--- src/rtl/fetch_unit.sv ---
// Instruction-fetch stage: owns the fetch PC, issues reads to a synchronous
// instruction memory and buffers returned words with their PC for the decoder.
module fetch_unit #(
  parameter logic [31:0] RESET_PC    = 32'h0000_0000,
  parameter int unsigned QUEUE_DEPTH = 2,
  parameter logic [31:0] NOP_INSTR   = 32'h0000_0013
) (
  input  logic        CLK,
  input  logic        RSTN,
  output logic        IMEM_REQ,
  output logic [31:0] IMEM_ADDR,
  input  logic [31:0] IMEM_RDATA,
  input  logic        STALL,
  input  logic        REDIRECT,
  input  logic [31:0] REDIRECT_PC,
  output logic        DECODER_ENABLED,
  output logic [31:0] INSTRUCTION,
  output logic [31:0] PC
);

  localparam int unsigned PtrW = (QUEUE_DEPTH > 1) ? $clog2(QUEUE_DEPTH) : 1;
  localparam int unsigned CntW = PtrW + 1;
  localparam logic [CntW-1:0] DepthC = CntW'(QUEUE_DEPTH);

  typedef enum logic [1:0] {
    StBoot,
    StRun,
    StFlush
  } state_e;

  state_e            state_q, state_d;
  logic [31:0]       fetch_pc_q, fetch_pc_d;
  logic              inflight_q, inflight_d;
  logic [31:0]       inflight_pc_q, inflight_pc_d;
  logic [CntW-1:0]   count_q, count_d;
  logic [PtrW-1:0]   head_q, head_d;
  logic [PtrW-1:0]   tail_q, tail_d;
  logic [31:0]       instr_mem_q [QUEUE_DEPTH];
  logic [31:0]       pc_mem_q    [QUEUE_DEPTH];

  logic              not_empty;
  logic              pop;
  logic              push;
  logic              issue;
  logic [CntW-1:0]   occupancy;

  // Occupancy counts the in-flight slot so a returning word always has room.
  always_comb begin
    not_empty = (count_q != '0);
    pop       = not_empty & ~STALL & ~REDIRECT;
    occupancy = count_q + CntW'(inflight_q);
    issue     = (state_q == StRun) & ((occupancy < DepthC) | pop);
    push      = inflight_q & (state_q == StRun) & ~REDIRECT;
  end

  always_comb begin
    state_d       = state_q;
    fetch_pc_d    = fetch_pc_q;
    inflight_d    = issue;
    inflight_pc_d = inflight_pc_q;
    count_d       = count_q;
    head_d        = head_q;
    tail_d        = tail_q;

    unique case (state_q)
      StBoot:  state_d = StRun;
      StRun:   state_d = StRun;
      StFlush: state_d = StRun;
      default: state_d = StBoot;
    endcase

    if (issue) begin
      fetch_pc_d    = fetch_pc_q + 32'd4;
      inflight_pc_d = fetch_pc_q;
    end

    if (push) begin
      tail_d = tail_q + PtrW'(1);
    end
    if (pop) begin
      head_d = head_q + PtrW'(1);
    end
    count_d = count_q + CntW'(push) - CntW'(pop);

    // Redirect overrides everything, including a redirect already in flush.
    if (REDIRECT) begin
      state_d    = StFlush;
      fetch_pc_d = {REDIRECT_PC[31:2], 2'b00};
      inflight_d = 1'b0;
      count_d    = '0;
      head_d     = '0;
      tail_d     = '0;
    end
  end

  always_ff @(posedge CLK or negedge RSTN) begin
    if (!RSTN) begin
      state_q       <= StBoot;
      fetch_pc_q    <= RESET_PC;
      inflight_q    <= 1'b0;
      inflight_pc_q <= '0;
      count_q       <= '0;
      head_q        <= '0;
      tail_q        <= '0;
    end else begin
      state_q       <= state_d;
      fetch_pc_q    <= fetch_pc_d;
      inflight_q    <= inflight_d;
      inflight_pc_q <= inflight_pc_d;
      count_q       <= count_d;
      head_q        <= head_d;
      tail_q        <= tail_d;
    end
  end

  always_ff @(posedge CLK or negedge RSTN) begin
    if (!RSTN) begin
      for (int i = 0; i < int'(QUEUE_DEPTH); i++) begin
        instr_mem_q[i] <= '0;
        pc_mem_q[i]    <= '0;
      end
    end else if (push) begin
      instr_mem_q[tail_q] <= IMEM_RDATA;
      pc_mem_q[tail_q]    <= inflight_pc_q;
    end
  end

  always_comb begin
    IMEM_REQ        = issue;
    IMEM_ADDR       = fetch_pc_q;
    DECODER_ENABLED = not_empty;
    INSTRUCTION     = not_empty ? instr_mem_q[head_q] : NOP_INSTR;
    PC              = not_empty ? pc_mem_q[head_q] : 32'h0000_0000;
  end

endmodule

--- config.mk ---
export PLATFORM = sky130hd
export DESIGN_NAME = fetch_unit
export DESIGN_NICKNAME = d
export VERILOG_FILES = /design/src/rtl/fetch_unit.sv
export SDC_FILE = /design/constraint.sdc
export NUM_CORES = 1
export LEC_CHECK = 0
export CELL_PAD_IN_SITES_DETAIL_PLACEMENT = 1
export CELL_PAD_IN_SITES_GLOBAL_PLACEMENT = 1
export CORE_UTILIZATION = 37
export CTS_CLUSTER_SIZE = 14
export DETAILED_ROUTE_END_ITERATION = 10
export GPL_TIMING_DRIVEN = 1
export PLACE_DENSITY_LB_ADDON = 0.25
export SYNTH_ARGS = -nofsm -noshare
export SYNTH_HDL_FRONTEND = slang
export SYNTH_SLANG_ARGS = --single-unit
--- constraint.sdc ---
create_clock -name CLK -period 1.75 [get_ports CLK]
set_input_delay 0.35 -clock CLK [delete_from_list [all_inputs] [get_ports CLK]]
set_output_delay 0.35 -clock CLK [all_outputs]
set_load 0.02 [all_outputs]
==> results.sh, run 1 <==
export IMPL_status="finished, violations left"
export IMPL_violations="setup timing"
export IMPL_ff_latch_area_sq_um=4786
export IMPL_wl_met1_mm=12.89
export IMPL_wl_met2_mm=14.81
export IMPL_synth_edf_count=0
export IMPL_syn_cell_area_sq_um=8808
export IMPL_grt_pass1_vias=7444
export IMPL_timing_hold_violations_final=0
export IMPL_synthDistinctLibCells=44
export IMPL_hpwl_mm=15.76
export IMPL_grt_usage=0.2261
export IMPL_cp_num_buf_inv=3
export IMPL_die_w_microns=156.3
export IMPL_core_sq_um=23400
export IMPL_ir_worst_vdd_mv=0.4676
export IMPL_viasPerCell=4.988
export IMPL_wl_met3_microns=954
export IMPL_cp_depth=5
export IMPL_fin_area_sq_um=14160
export IMPL_r2r_start="count_q[0]$_DFF_PN0_"
export IMPL_clk_pin_slew_ps=80
export IMPL_hold_class="input pin to flip-flop"
export IMPL_htree_levels=4
export IMPL_postSynthRegisterBits=191
export IMPL_rr_worst_depth=9
export IMPL_slew_viol_final=0
export IMPL_start_util=0.3764
export IMPL_crit_family="flip-flops"
export IMPL_cts_tree="yes"
export IMPL_fillers=2353
export IMPL_place_gp_congestion=0.7736
export IMPL_crit_path_max_fanout=7
export IMPL_setup_ws_ps=-382.0
export IMPL_min_period_ps=2132
export IMPL_cts_root_buf="clkbuf_16"
export IMPL_antenna_left=0
export IMPL_cts_buffers=17
export IMPL_syn2layout_area_growth_pct=60.71
export IMPL_rows=56
export IMPL_rsz0062_at_grt="true"
export IMPL_power_per_cell_area_nw_per_um2=805.5
export IMPL_place_ws_ps=-471.1
export IMPL_wl_per_cell_microns=21.18
export IMPL_fin_worst_skew_ps=9.287
export IMPL_drt_iter0_drc=266
export IMPL_hold_path_endpoint="count_q[0]$_DFF_PN0_"
export IMPL_min_delay_start="REDIRECT"
export IMPL_die_area_sq_um=24430
export IMPL_die_y_microns=156.3
export IMPL_final_setup_viol_count=219
export IMPL_yosysSeqAreaShare=0.5426
export IMPL_power_mw=11.40
export IMPL_syn_area_per_cell_sq_um=11.59
export IMPL_relSlewSlack=0.6648
export IMPL_worstPathRequired_ps=1400
export IMPL_port_buffer_count=159
export IMPL_leakagePower_nw=6.569
export IMPL_drv_cap=0
export IMPL_reg2reg_slack_ps=-210
export IMPL_crit_path_top_delay_cell="dfrtp_4"
export IMPL_r2r_end="IMEM_ADDR[15]$_DFFE_PN0P_"
export IMPL_async_reset_ff_frac=1.000
export IMPL_nNetsFinal=1119
export IMPL_wl_mm=29.23
export IMPL_arrival_ps=1780
export IMPL_grt_max_degree=54
export IMPL_startpoint_type="flip-flop"
export IMPL_synthFlopType="dfrtp_1"
export IMPL_slowest_delay_ps=540
export IMPL_finalCritPeriodShare=1.218
export IMPL_clk_latency_ps=430
export IMPL_diodes=0
export IMPL_top_layer="met5"
export IMPL_utilization=0.6049
export IMPL_worst_slew_pin_slew_ps=502.8
export IMPL_clock_sinks=191
export IMPL_holdPathStages=3
export IMPL_multiInputGateArea_sq_um=4843
export IMPL_layout_drive_gt1_share=0.4863
export IMPL_crit_top_cell="buf_4"
export IMPL_first_pass_iters=7
export IMPL_endpoint_kind="primary output"
export IMPL_cts_path_max_buffers=2
export IMPL_path_cells="buf_4, buf_8, mux2i_4, nor2_1, buf_4"
export IMPL_tns_ps=-30950
export IMPL_grt_pass1_wl_mm=41.99
export IMPL_grt_antenna_before_repair=1
export IMPL_placed_cell_area_sq_um=11390
export IMPL_vias=6884
export IMPL_synthCells=760
export IMPL_globalRouteOverflowTotal=0
export IMPL_timing_fmax_ghz=0.4690
export IMPL_critPathKind="flip-flop to primary output"
export IMPL_drc_errors=0
export IMPL_yosysWarnings=0
export IMPL_io_pins=166
## sequential cells by signal (all words and copies together) (netlist names)
| name | cells |
|---|---|
| instr_mem_q | 64 |
| pc_mem_q | 60 |
| IMEM_ADDR | 30 |
| inflight_pc_q | 30 |
| count_q | 2 |
| state_q | 2 |
| head_q | 1 |
| inflight_q | 1 |
| tail_q | 1 |
## layer usage
layer / vias up / GRT usage
li1: 3160 / -
met1: 3519 / 0.2973
met2: 170 / 0.3801
met3: 33 / 0.03822
met4: 2 / 0.07049
met5: - / 0
## tightest hold or removal path: stages
cell and delay (ps):
buf_2 140, buf_4 200, nor2b_4 50
## stage by stage
step                      hold WS [ps]  cells
after global routing             341.7   1380
final                            342.3   1380
after floorplan                  54.41    763
after global placement           316.6   1272
after CTS                        291.7   1361
after detailed placement         317.4   1272
## synth_stat cells, types with 2 or more instances
master | instances | area [sq um]
mux2_2 | 117 | 1318
xor2_1 | 13 | 113.9
buf_1 | 2 | 7.510
nand4_1 | 8 | 50.05
nor3_1 | 8 | 40.04
inv_2 | 2 | 7.510
nand2_1 | 138 | 518.0
and3_1 | 5 | 31.28
mux2_1 | 8 | 90.09
a21oi_1 | 2 | 10.01
nor4_4 | 4 | 85.08
ha_1 | 3 | 37.54
inv_1 | 2 | 7.510
and4_1 | 4 | 35.03
nand3_1 | 9 | 45.04
buf_4 | 10 | 75.07
o21ai_0 | 19 | 95.09
nor2_1 | 65 | 244.0
nor4_1 | 4 | 25.02
buf_2 | 11 | 55.05
dfrtp_1 | 191 | 4780
and2_1 | 3 | 18.77
xnor2_1 | 19 | 166.4
clkbuf_1 | 20 | 75.07
o21ai_1 | 11 | 55.05
nor3_2 | 2 | 20.02
mux2i_1 | 63 | 630.6
## cell type report
type	instances	area share
repair buffers	311	0.2477
clock inverters	12	0.01069
well taps	319	0.02820
multi-input cells	523	0.3421
inverters	4	0.001591
flip-flops and latches	191	0.3381
clock buffers	20	0.03155
## how the worst max path moves through the flow
| stage | startpoint | end | slack [ps] |
|---|---|---|---|
| floorplan | IMEM_ADDR[10]$_DFFE_PN0P_ | IMEM_ADDR[23]$_DFFE_PN0P_ | 40 |
| global placement | STALL | IMEM_REQ | -480 |
| detailed placement | STALL | IMEM_REQ | -470 |
| CTS | head_q$_DFFE_PN0P_ | INSTRUCTION[22] | -330 |
| global route | head_q$_DFFE_PN0P_ | PC[23] | -420 |
| finish | head_q$_DFFE_PN0P_ | PC[23] | -380 |
## cell usage in the layout, fill, tap and decap left out, types with 12 or more instances in the layout
cell             synthesis  final
dfrtp_1                191    188
nand2_1                138     93
buf_4                   10     93
mux2_4                   0     64
clkdlybuf4s50_1          0     63
mux2_2                 117     61
buf_6                    1     61
mux2i_1                 63     40
nor2_1                  65     37
buf_12                   0     33
nand2_2                  0     30
dlygate4sd2_1            0     29
o21ai_1                 11     28
clkbuf_16                0     24
nor2_4                   1     16
xnor2_1                 19     16
nand2_4                  1     15
nor2_2                   1     14
mux2i_4                  0     13
xor2_1                  13     12
## cells by family after synthesis
family / Yosys count / synth area share
simple gates: 259 / 0.1359
flops: 191 / 0.5426
mux: 188 / 0.2314
buf+inv: 49 / 0.02798
compound gates: 37 / 0.02557
xor+xnor: 32 / 0.03182
fa+ha+maj: 3 / 0.004262
other cells: 1 / 0.0004257
## power by group
group | internal (mW) | leakage [nW] | switching (mW) | total, mW
Combinational | 1.13 | 3.77 | 0.968 | 2.10
Sequential | 4.87 | 2.50 | 0.407 | 5.28
Clock | 2.19 | 0.290 | 1.84 | 4.03
## timing repair
action / 4_1_cts / 5_1_grt
endpoints found under the hold margin: 39 / 0
resized for setup: 505 / 221
cloned: 12 / 8
buffers inserted: 45 / 25
pin swaps: 35 / 53
hold buffers: 1 / 0
setup endpoints to repair: 183 / 211
Note: power is estimated with default switching activity, not from simulation.
==> run 2, diff against run 1 <==
--- a/config.mk
+++ b/config.mk
@@ -5,6 +5,7 @@
 export SDC_FILE = /design/constraint.sdc
 export NUM_CORES = 1
 export LEC_CHECK = 0
+export CAP_MARGIN = 20
 export CELL_PAD_IN_SITES_DETAIL_PLACEMENT = 1
 export CELL_PAD_IN_SITES_GLOBAL_PLACEMENT = 1
 export CORE_UTILIZATION = 37
==> results of run 2 <==
Same layout as run 1: the final DEF is identical, and so are final timing and power.
==> edit 1, RTL diff (settings of run 2) <==
The 3 states of `state_e` get a one-hot encoding in 3 bits.
--- a/src/rtl/fetch_unit.sv
+++ b/src/rtl/fetch_unit.sv
@@ -22,10 +22,10 @@
   localparam int unsigned CntW = PtrW + 1;
   localparam logic [CntW-1:0] DepthC = CntW'(QUEUE_DEPTH);
 
-  typedef enum logic [1:0] {
-    StBoot,
-    StRun,
-    StFlush
+  typedef enum logic [2:0] {
+    StBoot  = 3'b001,
+    StRun   = 3'b010,
+    StFlush = 3'b100
   } state_e;
 
   state_e            state_q, state_d;
Function: same outputs for any inputs over 4 cycles, from zero or initial values and one cycle with RSTN low; so few cycles prove little.
==> edit 1 against run 2 <==
- the flow still finishes with violations (setup timing)
- sequential cell count is 1 higher
- power increased by 0.65%
- count of clock-buffer cells in the layout shrank 1
- critical path type unchanged
- non-clock buffer count up 7
- die area is 2.0% higher
- wire length up 4.8%
- synthesized area up 2.1%
- clock power down 3%
- first-iteration DRC count up 29%
- worst setup slack got worse by 0.020 ns
- cell area shrank 2.1%
==> edit 1: results (changes against run 2) <==
| Metric | Value |
|---|---|
| Initial DRT Pass Iterations | `4 (was 7)` |
| Worst Path Max Fanout | `6 (was 7)` |
| Initial antenna violation count | `0 (was 1)` |
| Largest net degree at the start of global routing | `55 (was 54)` |
| Violated checks | `setup timing (unchanged)` |
| Synth unique cells | `51 (was 44)` |
| Final Setup Violations | `213 (was 219)` |
| # fillers | `2457 (was 2353)` |
| Post-DP HPWL | `17300 µm (was 15800 µm)` |
| Max Used Layer | `met4 (was met5)` |
| Ranking of synthesized cells by area | `dfrtp_1 53%, mux2_2 15%, mux2i_1 7.0% (was dfrtp_1 54%, mux2_2 15%, mux2i_1 7.2%)` |
| Max stage delay on crit path | `0.58 ns (was 0.54 ns)` |
| Vias in the first global route | `7815 (was 7444)` |
| Met3 WL post-DR | `1360 µm (was 954 µm)` |
| GR Layer Usage met3 | `0.0400 (was 0.0382)` |
| Initial DRC count | `343 (was 266)` |
| Final Non-Filler Cells | `1424 (was 1380)` |
| DP Cell Count | `1325 (was 1272)` |
| Share of post-route cells with drive strength above 1 | `0.432 (was 0.486)` |
| Final setup margin | `-0.402 ns (was -0.382 ns)` |
| Routing usage on met1 | `0.312 (was 0.297)` |
| Worst reg2reg setup slack | `-0.33 ns (was -0.21 ns)` |
| Syn_area_per_cell | `11.2 µm² (was 11.6 µm²)` |
| Leak | `0.00627 µW (was 0.00657 µW)` |
| DR WL met2 | `15400 µm (was 14800 µm)` |
| Outcome | `complete, but fails checks (unchanged)` |
| Setup TNS | `-46.76 ns (was -30.95 ns)` |
| Peak VDD IR | `0.457 mV (was 0.468 mV)` |
| Nets | `1162 (was 1119)` |
| Pre-CTS setup slack | `-0.578 ns (was -0.471 ns)` |
| Final setup skew | `0.0110 ns (was 0.00929 ns)` |
| Most frequent cells after synthesis | `191 x dfrtp_1, 120 x mux2_2, 108 x nand2_1 (was 191 x dfrtp_1, 138 x nand2_1, 117 x mux2_2)` |
| Sw Ratio | `0.287 (was 0.282)` |
| Sequential-to-total area share from yosys stat | `0.535 (was 0.543)` |
| Global routing usage on met2 | `0.393 (was 0.380)` |
| Vias per cell | `5.25 (was 4.99)` |
| First-pass GRT wire length | `44400 µm (was 42000 µm)` |
| CP arrival | `1.80 ns (was 1.78 ns)` |
| Tot GR Track Use | `0.235 (was 0.226)` |
| Avg WL per Cell | `21.5 µm (was 21.2 µm)` |
[edit 1: final timing paths]
check,startpoint,to,cells after the start
max,head_q,PC[20],5
min in group asynchronous,RSTN,instr_mem_q[32],2
min reg2reg,instr_mem_q[29],instr_mem_q[29],1
max reg2reg,state_q[2],IMEM_ADDR[26],5
min,REDIRECT,state_q[2],2
max in group asynchronous,RSTN,instr_mem_q[56],3
[edit 1: what timing repair did]
item | 4_1_cts | 5_1_grt
hold endpoints to repair | 38 | 0
cloned | 12 | 12
resized for setup | 402 | 180
hold buffers | 1 | 0
buffers inserted | 35 | 25
pin swaps | 19 | 34
setup endpoints to repair | 183 | 227
[edit 1: area by class of cell]
class	instances	area, µm²	area share
Tap cell	319	399	0.0288
Clock inverter	13	139	0.0100
Inverter	7	33.8	0.00244
Timing Repair Buffer	318	3440	0.248
Clock buffer	19	433	0.0312
Sequential cell	192	4840	0.349
Multi-Input combinational cell	556	4580	0.330
[edit 1: logic make-up after synthesis]
group	Yosys count	synth area share
buf+inv	61	0.0289
mux	187	0.225
simple gates	291	0.151
fa+ha+maj	2	0.00278
xor+xnor	7	0.00682
other cells	1	0.000417
flops	192	0.535
compound gates	65	0.0495
[edit 1: power by group through the flow]
stage	registers, µW	clock network, µW	logic, µW
final	5450	3900	2130
after global routing	5520	4140	2330
after CTS	5410	3940	1940
after detailed placement	5470	0	1770
after global placement	5440	0	1710
after floorplan	5450	0	818
[edit 1: through the flow]
step / hold slack (ns) / instance area, µm²
3_3_place_gp: 0.319 / 11700
6_report: 0.364 / 13900
3_5_place_dp: 0.328 / 11700
4_1_cts: 0.337 / 13100
2_1_floorplan: 0.0544 / 9080
5_1_grt: 0.360 / 13900
==> edit 2, RTL diff (config.mk and constraints of run 2) <==
Without the edit above. The parameter `QUEUE_DEPTH` goes from 2 to 4.
--- a/src/rtl/fetch_unit.sv
+++ b/src/rtl/fetch_unit.sv
@@ -2,7 +2,7 @@
 // instruction memory and buffers returned words with their PC for the decoder.
 module fetch_unit #(
   parameter logic [31:0] RESET_PC    = 32'h0000_0000,
-  parameter int unsigned QUEUE_DEPTH = 2,
+  parameter int unsigned QUEUE_DEPTH = 4,
   parameter logic [31:0] NOP_INSTR   = 32'h0000_0013
 ) (
   input  logic        CLK,
Formal check against the unedited RTL: not equivalent (Yosys sat finds a counterexample within 4 cycles, from zero or initial values and one cycle with RSTN low).
==> edit 2 against run 2 <==
- cell area up 45%
- worst setup slack worse by 0.41 ns
- fmax down 16%
- via count up 36%
- the flow still finishes with violations (setup timing)
- wire length up 37%
- power up 110%
- sequential power up 65%
- synthesized area up 65%
- sequential cell count up 127
==> edit 2: results (changes against run 2) <==
| Metric | Value |
|---|---|
| Seq area share | `0.387 (was 0.338)` |
| Violated checks | `setup timing (unchanged)` |
| Outcome | `complete, but fails checks (unchanged)` |
| Global routing usage on met2 | `0.350 (was 0.380)` |
| GR Layer Usage met3 | `0.0309 (was 0.0382)` |
| Met3 WL post-DR | `1220 µm (was 954 µm)` |
| Largest registers | `instr_mem_q: 128 flops, pc_mem_q: 120 flops (was instr_mem_q: 64 flops, pc_mem_q: 60 flops)` |
| Post-DP HPWL | `24700 µm (was 15800 µm)` |
| Data buffer area share | `0.174 (was 0.248)` |
| Clock slew at the register clock pins of the worst setup and hold paths | `0.05 ns (was 0.08 ns)` |
| Clk tree area frac | `0.0593 (was 0.0422)` |
| Max reg flops | `128 (was 64)` |
| Initial DRC count | `303 (was 266)` |
| Area of the multi-input gates | `7140 µm² (was 4840 µm²)` |
| CTS H-tree lvls | `2 (was 4)` |
| Sequential-to-total area share from yosys stat | `0.548 (was 0.543)` |
| Tot GR Track Use | `0.205 (was 0.226)` |
| Largest net degree at the start of global routing | `61 (was 54)` |
| Final core occ | `0.533 (was 0.605)` |
| Pre-CTS setup slack | `-0.655 ns (was -0.471 ns)` |
| Num CTS Buffers | `37 (was 17)` |
| Worst hold slack | `0.224 ns (was 0.342 ns)` |
| Multi-input gate count | `595 (was 523)` |
| Seq_cells | `318 (was 191)` |
| First-pass GRT wire length | `63700 µm (was 42000 µm)` |
| CP top delay family | `buffers and inverters (was flip-flops)` |
| Vias per cell | `5.17 (was 4.99)` |
| Clock buffers | `55 (was 20)` |
| Final Non-Filler Cells | `1813 (was 1380)` |
| Max Root-Sink Buffers | `3 (was 2)` |
| Logic inverters | `7 (was 4)` |
| DP Cell Count | `1703 (was 1272)` |
| DR WL met2 | `20500 µm (was 14800 µm)` |
| Initial antenna violation count | `2 (was 1)` |
| Peak VDD IR | `0.873 mV (was 0.468 mV)` |
| Share of post-route cells with drive strength above 1 | `0.568 (was 0.486)` |
| Nets | `1342 (was 1119)` |
| Routing usage on met1 | `0.269 (was 0.297)` |
| Avg WL per Cell | `22.1 µm (was 21.2 µm)` |
| Placed instance area | `17800 µm² (was 11400 µm²)` |
| Ranking of synthesized cells by area | `dfrtp_1 55%, mux2_2 20%, mux4_2 9.6% (was dfrtp_1 54%, mux2_2 15%, mux2i_1 7.2%)` |
| Synth unique cells | `42 (was 44)` |
| Initial DRT Pass Iterations | `4 (was 7)` |
| # fillers | `3673 (was 2353)` |
| DRT met1 WL | `17400 µm (was 12900 µm)` |
| Final setup margin | `-0.787 ns (was -0.382 ns)` |
| Final setup skew | `0.0195 ns (was 0.00929 ns)` |
| Final Setup Violations | `121 (was 219)` |
| Worst reg2reg setup slack | `-0.39 ns (was -0.21 ns)` |
| Vias in the first global route | `10800 (was 7444)` |
-- edit 2: final timing paths --
check                             startpoint  depth (start not counted)               end
worst max-delay path               head_q[0]                          6            PC[25]
worst min-delay path                REDIRECT                          3         tail_q[1]
worst max register to register    count_q[2]                         11  inflight_pc_q[5]
worst min register to register  pc_mem_q[56]                          1      pc_mem_q[56]
max in group asynchronous               RSTN                          4     IMEM_ADDR[25]
min in group asynchronous               RSTN                          2   instr_mem_q[93]
-- edit 2: logic make-up after synthesis --
kind of cell    share of synthesized area
buf+inv                            0.0237
simple gates                       0.0730
flops                               0.548
fa+ha+maj                         0.00741
xor+xnor                           0.0193
mux                                 0.317
compound gates                     0.0117
other cells                      0.000258
-- edit 2: what timing repair did --
item / CTS / global route
pin swaps: 36 / 35
endpoints found under the setup margin: 154 / 139
hold buffers: 1 / 0
endpoints found under the hold margin: 31 / 0
buffers inserted: 30 / 19
resized for setup: 554 / 139
gates cloned: 8 / 3
